**config.mk**
```make
export PLATFORM = sky130hd
export DESIGN_NAME = id_ex_pipe_stage_flat
export DESIGN_NICKNAME = d
export VERILOG_FILES = /design/src/rtl/id_ex_pipe_stage_if.sv /design/src/rtl/id_ex_pipe_stage.sv /design/src/flat_wrapper.sv
export SDC_FILE = /design/constraint.sdc
export NUM_CORES = 1
export LEC_CHECK = 0
export CAP_MARGIN = 25
export CORE_MARGIN = 10
export CORE_UTILIZATION = 56
export DETAILED_ROUTE_END_ITERATION = 12
export GPL_TIMING_DRIVEN = 0
export PLACE_DENSITY = 0.84
export SLEW_MARGIN = 20
export SYNTH_ARGS = -nofsm -noshare
export SYNTH_HDL_FRONTEND = slang
export SYNTH_SLANG_ARGS = --single-unit
```
**constraint.sdc**
```tcl
create_clock -name clk -period 3.3 [get_ports clk]
set_input_delay 0.495 -clock clk [delete_from_list [all_inputs] [get_ports clk]]
set_output_delay 0.495 -clock clk [all_outputs]
set_load 0.005 [all_outputs]
```
**src/rtl/id_ex_pipe_stage_if.sv**
```systemverilog
// Decode-to-execute bundle: upstream entry with handshake and the downstream copy with its handshake.
// "master" is the side around the stage (decode + execute); "slave" is the pipeline stage itself.
interface id_ex_pipe_stage_if #(
    parameter int OP_W   = 3,
    parameter int DEST_W = 5,
    parameter int DATA_W = 8
);
    logic              in_valid;
    logic              in_ready;
    logic [OP_W-1:0]   in_opcode;
    logic [DEST_W-1:0] in_dest;
    logic [DATA_W-1:0] in_imm;
    logic [DATA_W-1:0] in_reg_val;
    logic [DATA_W-1:0] in_acc_val;
    logic              in_reg_write;
    logic              in_mem_write;

    logic              out_valid;
    logic              out_ready;
    logic [OP_W-1:0]   out_opcode;
    logic [DEST_W-1:0] out_dest;
    logic [DATA_W-1:0] out_imm;
    logic [DATA_W-1:0] out_reg_val;
    logic [DATA_W-1:0] out_acc_val;
    logic              out_reg_write;
    logic              out_mem_write;

    modport master (
        output in_valid, in_opcode, in_dest, in_imm, in_reg_val, in_acc_val,
               in_reg_write, in_mem_write, out_ready,
        input  in_ready, out_valid, out_opcode, out_dest, out_imm, out_reg_val,
               out_acc_val, out_reg_write, out_mem_write
    );

    modport slave (
        input  in_valid, in_opcode, in_dest, in_imm, in_reg_val, in_acc_val,
               in_reg_write, in_mem_write, out_ready,
        output in_ready, out_valid, out_opcode, out_dest, out_imm, out_reg_val,
               out_acc_val, out_reg_write, out_mem_write
    );
endinterface

```
**src/rtl/id_ex_pipe_stage.sv**
```systemverilog
// ID->EX pipeline register with valid/ready handshake, optional two-entry skid buffer and flush.
// With SKID=1 in_ready is decoded from state only, breaking the out_ready->in_ready path.
module id_ex_pipe_stage #(
    parameter int OP_W   = 3,
    parameter int DEST_W = 5,
    parameter int DATA_W = 8,
    parameter int SKID   = 1
) (
    input  logic                clk,
    input  logic                rst,
    input  logic                flush,
    id_ex_pipe_stage_if.slave   bus
);
    localparam int PW = OP_W + DEST_W + 3 * DATA_W + 2;

    localparam logic [1:0] EMPTY = 2'd0;
    localparam logic [1:0] ONE   = 2'd1;
    localparam logic [1:0] TWO   = 2'd2;

    logic [1:0]    state_reg;
    logic [1:0]    state_next;
    logic [PW-1:0] m_data_reg;
    logic [PW-1:0] m_data_next;
    logic [PW-1:0] s_data_reg;
    logic [PW-1:0] s_data_next;
    logic [PW-1:0] in_payload;

    logic m_valid;
    logic s_valid;
    logic in_ready_int;
    logic acc;
    logic drn;
    logic m_reg_write;
    logic m_mem_write;

    assign m_valid = (state_reg != EMPTY);
    assign s_valid = (state_reg == TWO);

    generate
        if (SKID != 0) begin : g_skid_ready
            assign in_ready_int = !s_valid;
        end else begin : g_single_ready
            assign in_ready_int = !m_valid || bus.out_ready;
        end
    endgenerate

    assign acc = bus.in_valid && in_ready_int;
    assign drn = m_valid && bus.out_ready;

    assign in_payload = {bus.in_opcode, bus.in_dest, bus.in_imm, bus.in_reg_val,
                         bus.in_acc_val, bus.in_reg_write, bus.in_mem_write};

    // Flush wins over any accept/drain; an entry handshaken in the flush cycle is dropped.
    always_comb begin
        state_next  = state_reg;
        m_data_next = m_data_reg;
        s_data_next = s_data_reg;
        if (flush) begin
            state_next  = EMPTY;
            m_data_next = '0;
            s_data_next = '0;
        end else begin
            case (state_reg)
                EMPTY: begin
                    if (acc) begin
                        state_next  = ONE;
                        m_data_next = in_payload;
                    end
                end
                ONE: begin
                    if (acc && drn) begin
                        m_data_next = in_payload;
                    end else if (acc) begin
                        if (SKID != 0) begin
                            state_next  = TWO;
                            s_data_next = in_payload;
                        end
                    end else if (drn) begin
                        state_next = EMPTY;
                    end
                end
                TWO: begin
                    if (drn) begin
                        state_next  = ONE;
                        m_data_next = s_data_reg;
                        s_data_next = '0;
                    end
                end
                default: begin
                    state_next  = EMPTY;
                    m_data_next = '0;
                    s_data_next = '0;
                end
            endcase
        end
    end

    always_ff @(posedge clk) begin
        if (rst) begin
            state_reg  <= EMPTY;
            m_data_reg <= '0;
            s_data_reg <= '0;
        end else begin
            state_reg  <= state_next;
            m_data_reg <= m_data_next;
            s_data_reg <= s_data_next;
        end
    end

    assign bus.in_ready  = in_ready_int;
    assign bus.out_valid = m_valid;

    assign {bus.out_opcode, bus.out_dest, bus.out_imm, bus.out_reg_val,
            bus.out_acc_val, m_reg_write, m_mem_write} = m_data_reg;

    // Data is left stale after a plain drain, so the write enables are masked by valid.
    assign bus.out_reg_write = m_valid && m_reg_write;
    assign bus.out_mem_write = m_valid && m_mem_write;
endmodule

```
**src/flat_wrapper.sv**
```systemverilog
// flat-port wrapper written by rule: the top's interface ports become plain ports
module id_ex_pipe_stage_flat 
#(
    parameter int OP_W   = 3,
    parameter int DEST_W = 5,
    parameter int DATA_W = 8,
    parameter int SKID   = 1
)
  (clk, rst, flush, bus_in_valid, bus_in_opcode, bus_in_dest, bus_in_imm, bus_in_reg_val, bus_in_acc_val, bus_in_reg_write, bus_in_mem_write, bus_out_ready, bus_in_ready, bus_out_valid, bus_out_opcode, bus_out_dest, bus_out_imm, bus_out_reg_val, bus_out_acc_val, bus_out_reg_write, bus_out_mem_write);
  id_ex_pipe_stage_if #(.OP_W(OP_W), .DEST_W(DEST_W), .DATA_W(DATA_W)) bus_i ();
  input  logic clk;
  input  logic rst;
  input  logic flush;
  input wire logic [$bits(bus_i.in_valid)-1:0] bus_in_valid;
  input wire logic [$bits(bus_i.in_opcode)-1:0] bus_in_opcode;
  input wire logic [$bits(bus_i.in_dest)-1:0] bus_in_dest;
  input wire logic [$bits(bus_i.in_imm)-1:0] bus_in_imm;
  input wire logic [$bits(bus_i.in_reg_val)-1:0] bus_in_reg_val;
  input wire logic [$bits(bus_i.in_acc_val)-1:0] bus_in_acc_val;
  input wire logic [$bits(bus_i.in_reg_write)-1:0] bus_in_reg_write;
  input wire logic [$bits(bus_i.in_mem_write)-1:0] bus_in_mem_write;
  input wire logic [$bits(bus_i.out_ready)-1:0] bus_out_ready;
  output wire logic [$bits(bus_i.in_ready)-1:0] bus_in_ready;
  output wire logic [$bits(bus_i.out_valid)-1:0] bus_out_valid;
  output wire logic [$bits(bus_i.out_opcode)-1:0] bus_out_opcode;
  output wire logic [$bits(bus_i.out_dest)-1:0] bus_out_dest;
  output wire logic [$bits(bus_i.out_imm)-1:0] bus_out_imm;
  output wire logic [$bits(bus_i.out_reg_val)-1:0] bus_out_reg_val;
  output wire logic [$bits(bus_i.out_acc_val)-1:0] bus_out_acc_val;
  output wire logic [$bits(bus_i.out_reg_write)-1:0] bus_out_reg_write;
  output wire logic [$bits(bus_i.out_mem_write)-1:0] bus_out_mem_write;
  assign bus_i.in_valid = bus_in_valid;
  assign bus_i.in_opcode = bus_in_opcode;
  assign bus_i.in_dest = bus_in_dest;
  assign bus_i.in_imm = bus_in_imm;
  assign bus_i.in_reg_val = bus_in_reg_val;
  assign bus_i.in_acc_val = bus_in_acc_val;
  assign bus_i.in_reg_write = bus_in_reg_write;
  assign bus_i.in_mem_write = bus_in_mem_write;
  assign bus_i.out_ready = bus_out_ready;
  assign bus_in_ready = bus_i.in_ready;
  assign bus_out_valid = bus_i.out_valid;
  assign bus_out_opcode = bus_i.out_opcode;
  assign bus_out_dest = bus_i.out_dest;
  assign bus_out_imm = bus_i.out_imm;
  assign bus_out_reg_val = bus_i.out_reg_val;
  assign bus_out_acc_val = bus_i.out_acc_val;
  assign bus_out_reg_write = bus_i.out_reg_write;
  assign bus_out_mem_write = bus_i.out_mem_write;
  id_ex_pipe_stage #(.OP_W(OP_W), .DEST_W(DEST_W), .DATA_W(DATA_W), .SKID(SKID)) u_core (.clk(clk), .rst(rst), .flush(flush), .bus(bus_i));
endmodule
```
==> metrics.txt, run 1 <==
Port Buffers=73; CP max stage delay=0.45 ns; final antenna-violating net count=0; vias per cell=6.29; Yosys warnings=0; grt ovf=0; WP buf/inv=2; Comb power frac=about 14%; status=complete, no violations; most frequently used cell type in the post-synthesis netlist=dfxtp_1; f_max=roughly 420 MHz; H-Tree Depth=3; delay-heaviest family, CP=buffers and inverters; max-slew violations=0; Final GP Congestion=0.810; final instance area=4830 sq um; unrepaired setup endpoints after global routing=false; Clk pin slew, worst setup/hold paths=0.08 ns; Hold Fails Final Rpt=0; Initial Util=58.8%; hold_buf cts=0; Setup Viol. Count Final=0; EDFF count, synth=0; Worst Setup Start Kind=flop; num rows=29; synthesized instance count=409; CTS max path bufs=2; Req. time, crit path=2.80 ns; sw frac=between 20% and 30%; CTS root buffer=clkbuf_8; Synth top cells by count=dfxtp_1, nand2_1, nor2b_1; max-cap check violation count=0; Syn Std Cell Area=3800 sq um; PostCTS Resize Cnt=0; asr flop ratio synth=0%; Sw Pwr=0.000474 W; multi-input logic area=1900 sq um; reg2reg setup slack=1.63 ns; Syn Nets=448; fill cell count=roughly 470; die width=roughly 100 um; Clk pwr share=38.9%; post-synthesis sequential area ratio=between 30% and 40%; Yosys top cell area share=a little under two fifths; DRT Pass-1 Iters=5; register area=1400 sq um; total track usage=20.7%; largest net degree at the start of global routing=12; Synth area leader=dfxtp_1; Num CTS Buffers=9; post-CTS setup buffer count=0; clk sinks=70; Worst VDD drop=~0.27 mV; critical-path cell list=buf_2 -> or2_2 -> and2_1 -> clkdlybuf4s50_1; via count=3618; Post-synth top flop=dfxtp_1; die area=10500 sq um; DRC=0; first-pass GRT wire length=17600 um; clk_lat worst skew=0.36 ns; WL final=11000 um; Hold Path Class=flop to flop; vias in the first global route=approximately 3700; top cells by area, synth=dfxtp_1, mux2_2, a32o_1; Setup crit end kind=primary output; Finished Core Util=74.7%; Crit Path Class=flop to primary output; initial drt markers=316; count of cell types in the netlist=26; DP Area=4630 sq um; DP HPWL=7470 um; crit path DAT=1.89 ns; setup_tns=0 ns; slowest library cell on the worst path=clkdlybuf4s50_1; slew of the pin with the lowest slew margin=0.628 ns; Pwr Total=0.00186 W; share of layout cells above drive strength 1=between 20% and 30%; wire per inst=approximately 19 um; Period Utilization, post-route=just over 70%; Min Clock Period, post-route=2.38 ns; Ports=75; Leakage=~1.9 nW; sequential share of power=47.3%; CP Max Fanout=10; Synth Area per Inst=just over 9 sq um; Worst slew margin=58.1%; Yosys reg bits=70; CTS tree=built; CORE AREA=6460 sq um; Chip Height=between 100 and 150 um; Int Pwr=0.00138 W; initial antenna violation count=0; Layout Nets=532; n_diodes=0; Area Growth Syn to Fin=27.0%; P per Cell Area=between 300 and 400 nW/um^2; clk_skew=0.00771 ns
## layer usage
metal  vias to the layer above  global-route usage [%]  routed length (um)
met3                        30                    4.12                 880
met4                         0                    9.65                 259
met5                         -                       0                   0
met1                      1721                    25.3                4660
met2                       171                    34.5                5220
li1                       1696                       -                   -
## path summary, 6_finish.rpt
| check | from | end | cells past startpoint |
|---|---|---|---|
| worst max-delay path | u_core.state_reg[1]$_SDFFE_PP0P_ | bus_out_reg_write | 4 |
| worst min-delay path | u_core.s_data_reg[4]$_SDFFE_PP0P_ | u_core.s_data_reg[4]$_SDFFE_PP0P_ | 1 |
| worst max register to register | u_core.state_reg[1]$_SDFFE_PP0P_ | u_core.m_data_reg[16]$_SDFFE_PP0P_ | 5 |
| worst min register to register | u_core.s_data_reg[4]$_SDFFE_PP0P_ | u_core.s_data_reg[4]$_SDFFE_PP0P_ | 1 |
## per-stage QoR
step	hold slack, ns	std cells	worst slack, ns
after floorplan	0.463	409	1.79
after global placement	0.471	559	1.07
after detailed placement	0.478	559	1.04
after CTS	0.496	575	0.919
after global routing	0.512	575	0.879
final	0.496	575	0.917
## power by group through the flow
stage	registers [W]	clock network (W)	logic, W
floorplan	0.000891	0	0.000135
global placement	0.000895	0	0.000247
detailed placement	0.000895	0	0.000251
CTS	0.000876	0.000721	0.000253
global route	0.000878	0.000748	0.000273
finish	0.000877	0.000722	0.000256
## cells by family after synthesis
family	Yosys count	share of synthesized area, %
AO/OA/AOI/OAI	72	17.7
buffers and inverters	82	13.1
flip-flops	70	36.9
multiplexers	35	10.3
AND/OR/NAND/NOR	150	22.0
## cell usage in the layout (no fill, tap or decap)
| cell type | n |
|---|---|
| a32o_1 | 34 |
| nor2b_1 | 36 |
| clkinv_2 | 3 |
| o2111ai_1 | 34 |
| buf_4 | 34 |
| clkbuf_1 | 20 |
| dfxtp_1 | 70 |
| and3_4 | 1 |
| bufinv_16 | 1 |
| buf_2 | 14 |
| clkbuf_8 | 11 |
| nand3_1 | 34 |
| nor4b_4 | 1 |
| a211oi_1 | 1 |
| buf_1 | 7 |
| nand2_1 | 36 |
| nor2b_4 | 1 |
| clkdlybuf4s50_1 | 73 |
| or2_2 | 2 |
| o32ai_1 | 1 |
| nand4_1 | 34 |
| buf_6 | 6 |
| mux2i_1 | 1 |
| nor2_2 | 1 |
| nand2b_1 | 2 |
| clkinv_1 | 2 |
| mux2_2 | 34 |
| and2_1 | 2 |
| a21oi_1 | 1 |
| o22ai_2 | 1 |
## layout make-up
| cell class | count | area share (%) |
|---|---|---|
| Tap cell | 77 | 2.00 |
| Buffer | 80 | 10.2 |
| Clock buffer | 12 | 3.21 |
| Inverter | 2 | 0.156 |
| Timing Repair Buffer | 73 | 15.1 |
| Sequential cell | 70 | 29.0 |
| Clock inverter | 4 | 0.933 |
| Multi-Input combinational cell | 257 | 39.4 |
No activity file was read; power rests on OpenSTA's default activity.
==> run 2, diff against run 1 <==
- CORE_UTILIZATION: 56 -> 52
- PLACE_DENSITY: 0.84 -> 0.78
- clock period: 3.3 -> 2.45 ns (I/O delays scaled with it)
==> run 2 against run 1 <==
Compared with the run above:
- via count decreased by 3.3%
- sequential share of layout area decreased by 0.098 points
- wire length down 3.7%
- global-route usage decreased by 1.8 points
- register-to-register slack lost 0.85 ns
- clock-buffer cell count shrank 1
- flip-flop and latch count did not move
- power up 32%
- clock power grew 28%
- cell count grew 3.7%
==> metrics.txt, run 2 (same netlist as run 1, synthesis figures left out) <==
most frequent cells in the layout=clkdlybuf4s50_1, dfxtp_1, nor2b_1, nand2_1; Min Clock Period, post-route=2.22 ns; Req. time, crit path=2.08 ns; H-Tree Depth=3; Hold Crit Start=bus_in_valid; most common cell after layout, fill and taps aside=clkdlybuf4s50_1; initial drt markers=between 150 and 200; vias in the first global route=3546; num rows=31; unrepaired setup endpoints after global routing=false; CTS root buffer=clkbuf_8; Layout Nets=532; Ports=75; n_diodes=0; Leakage=1.89 nW; via count=3498; DRC=0; first-pass GRT wire length=17700 um; WL met3=561 um; WL met1=between 4000 and 5000 um; Setup crit end kind=primary output; final antenna-violating net count=0; FF-to-FF End=u_core.m_data_reg[8]$_SDFFE_PP0P_; Worst Setup Start Kind=flop; Chip Height=105 um; DR top layer=met4; reg2reg start=u_core.state_reg[1]$_SDFFE_PP0P_; crit path DAT=1.85 ns; grt ovf=0; Clk pin slew, worst setup/hold paths=0.08 ns; reg2reg setup slack=0.78 ns; Period Utilization, post-route=90.5%; largest net degree at the start of global routing=12; Initial Util=53.0%; CORE AREA=7180 sq um; CP max stage delay=0.45 ns; max-slew violations=0; Worst Hold End=u_core.m_data_reg[22]$_SDFFE_PP0P_; Finished Core Util=around two thirds; f_max=451 MHz; wire per inst=~18 um; Hold Path Class=input port to flop; Crit Path Class=flop to primary output; Num CTS Buffers=9; clk sinks=70; Worst slew margin=between 60% and 70%; status=complete, no violations; P per Cell Area=504 nW/um^2; die area=11100 sq um; hold_buf cts=0; total track usage=18.9%; PostCTS Resize Cnt=0; hold depth=3; initial antenna violation count=0; Setup Viol. Count Final=0; clk_lat worst skew=0.36 ns; DRT Pass-1 Iters=4; critical-path cell list=buf_2 -> or2_2 -> and2_1 -> clkdlybuf4s50_1; Hold Fails Final Rpt=0; post-CTS setup buffer count=0; DP HPWL=7440 um; Worst VDD drop=0.330 mV; setup_tns=0 ns; slowest library cell on the worst path=clkdlybuf4s50_1; met2 wire length=5260 um; WL final=10600 um; Final GP Congestion=0.854; vias per cell=5.87; CTS max path bufs=2; Area Growth Syn to Fin=27.5%; CTS tree=built; fill cell count=611; Port Buffers=73; CP Max Fanout=10; share of layout cells above drive strength 1=21.9%; die width=between 100 and 150 um; R2R depth=5; clk_skew=0.00788 ns; slew of the pin with the lowest slew margin=0.550 ns; max-cap check violation count=0
-- run 2: how the worst max path moves through the flow --
stage                                          start  cells after the start                                  to  slack (ns)
floorplan                               bus_in_valid                      6  u_core.s_data_reg[10]$_SDFFE_PP0P_        1.07
global placement                       bus_out_ready                      6  u_core.m_data_reg[17]$_SDFFE_PP0P_        0.34
detailed placement                             flush                      6  u_core.m_data_reg[31]$_SDFFE_PP0P_        0.32
CTS                 u_core.state_reg[1]$_SDFFE_PP0P_                      4                   bus_out_mem_write        0.22
global route        u_core.state_reg[1]$_SDFFE_PP0P_                      4                   bus_out_mem_write        0.19
finish              u_core.state_reg[1]$_SDFFE_PP0P_                      4                   bus_out_mem_write        0.23
-- run 2: cell type report --
| cell class | count | area (sq um) | share of cell area [%] |
|---|---|---|---|
| Tap cell | 99 | 124 | 2.56 |
| Timing Repair Buffer | 73 | 731 | 15.1 |
| Clock buffer | 11 | 141 | 2.92 |
| Multi-Input combinational cell | 257 | 1900 | 39.2 |
| Clock inverter | 4 | 47.5 | 0.982 |
| Sequential cell | 70 | 1400 | 28.9 |
| Inverter | 2 | 7.51 | 0.155 |
| Buffer | 80 | 490 | 10.1 |
-- run 2: routing by layer --
layer / track usage, % / vias to the layer above
met4: 8.14 / 0
met1: 22.4 / 1681
met2: 32.4 / 107
met5: 0 / -
li1: - / 1693
met3: 3.71 / 17
-- run 2: through the flow --
step / instances / instance area (sq um) / power, W / worst slack [ns] / hold slack, ns
floorplan: 409 / 3800 / 0.00138 / 1.07 / 0.463
global placement: 581 / 4650 / 0.00154 / 0.344 / 0.472
detailed placement: 581 / 4650 / 0.00154 / 0.316 / 0.478
CTS: 596 / 4840 / 0.00244 / 0.223 / 0.378
global route: 596 / 4840 / 0.00251 / 0.189 / 0.406
finish: 596 / 4840 / 0.00244 / 0.233 / 0.385
-- run 2: worst max-delay path, delay by kind of cell, from the launching register on --
kind                   cells  cell delay (ns)
buffers and inverters      2             0.65
flip-flops                 1             0.34
AND/OR/NAND/NOR            2             0.51
-- run 2: power breakdown --
part,switching (W),internal (W),total [W]
registers,0.0000192,0.00116,0.00118
clock network,0.000433,0.000489,0.000922
logic,0.000163,0.000177,0.000340
==> run 3, diff against run 2 <==
- SKIP_LAST_GASP: default -> 1
==> results of run 3 <==
Same layout as run 2: the final DEF is identical, and so are final timing and power.
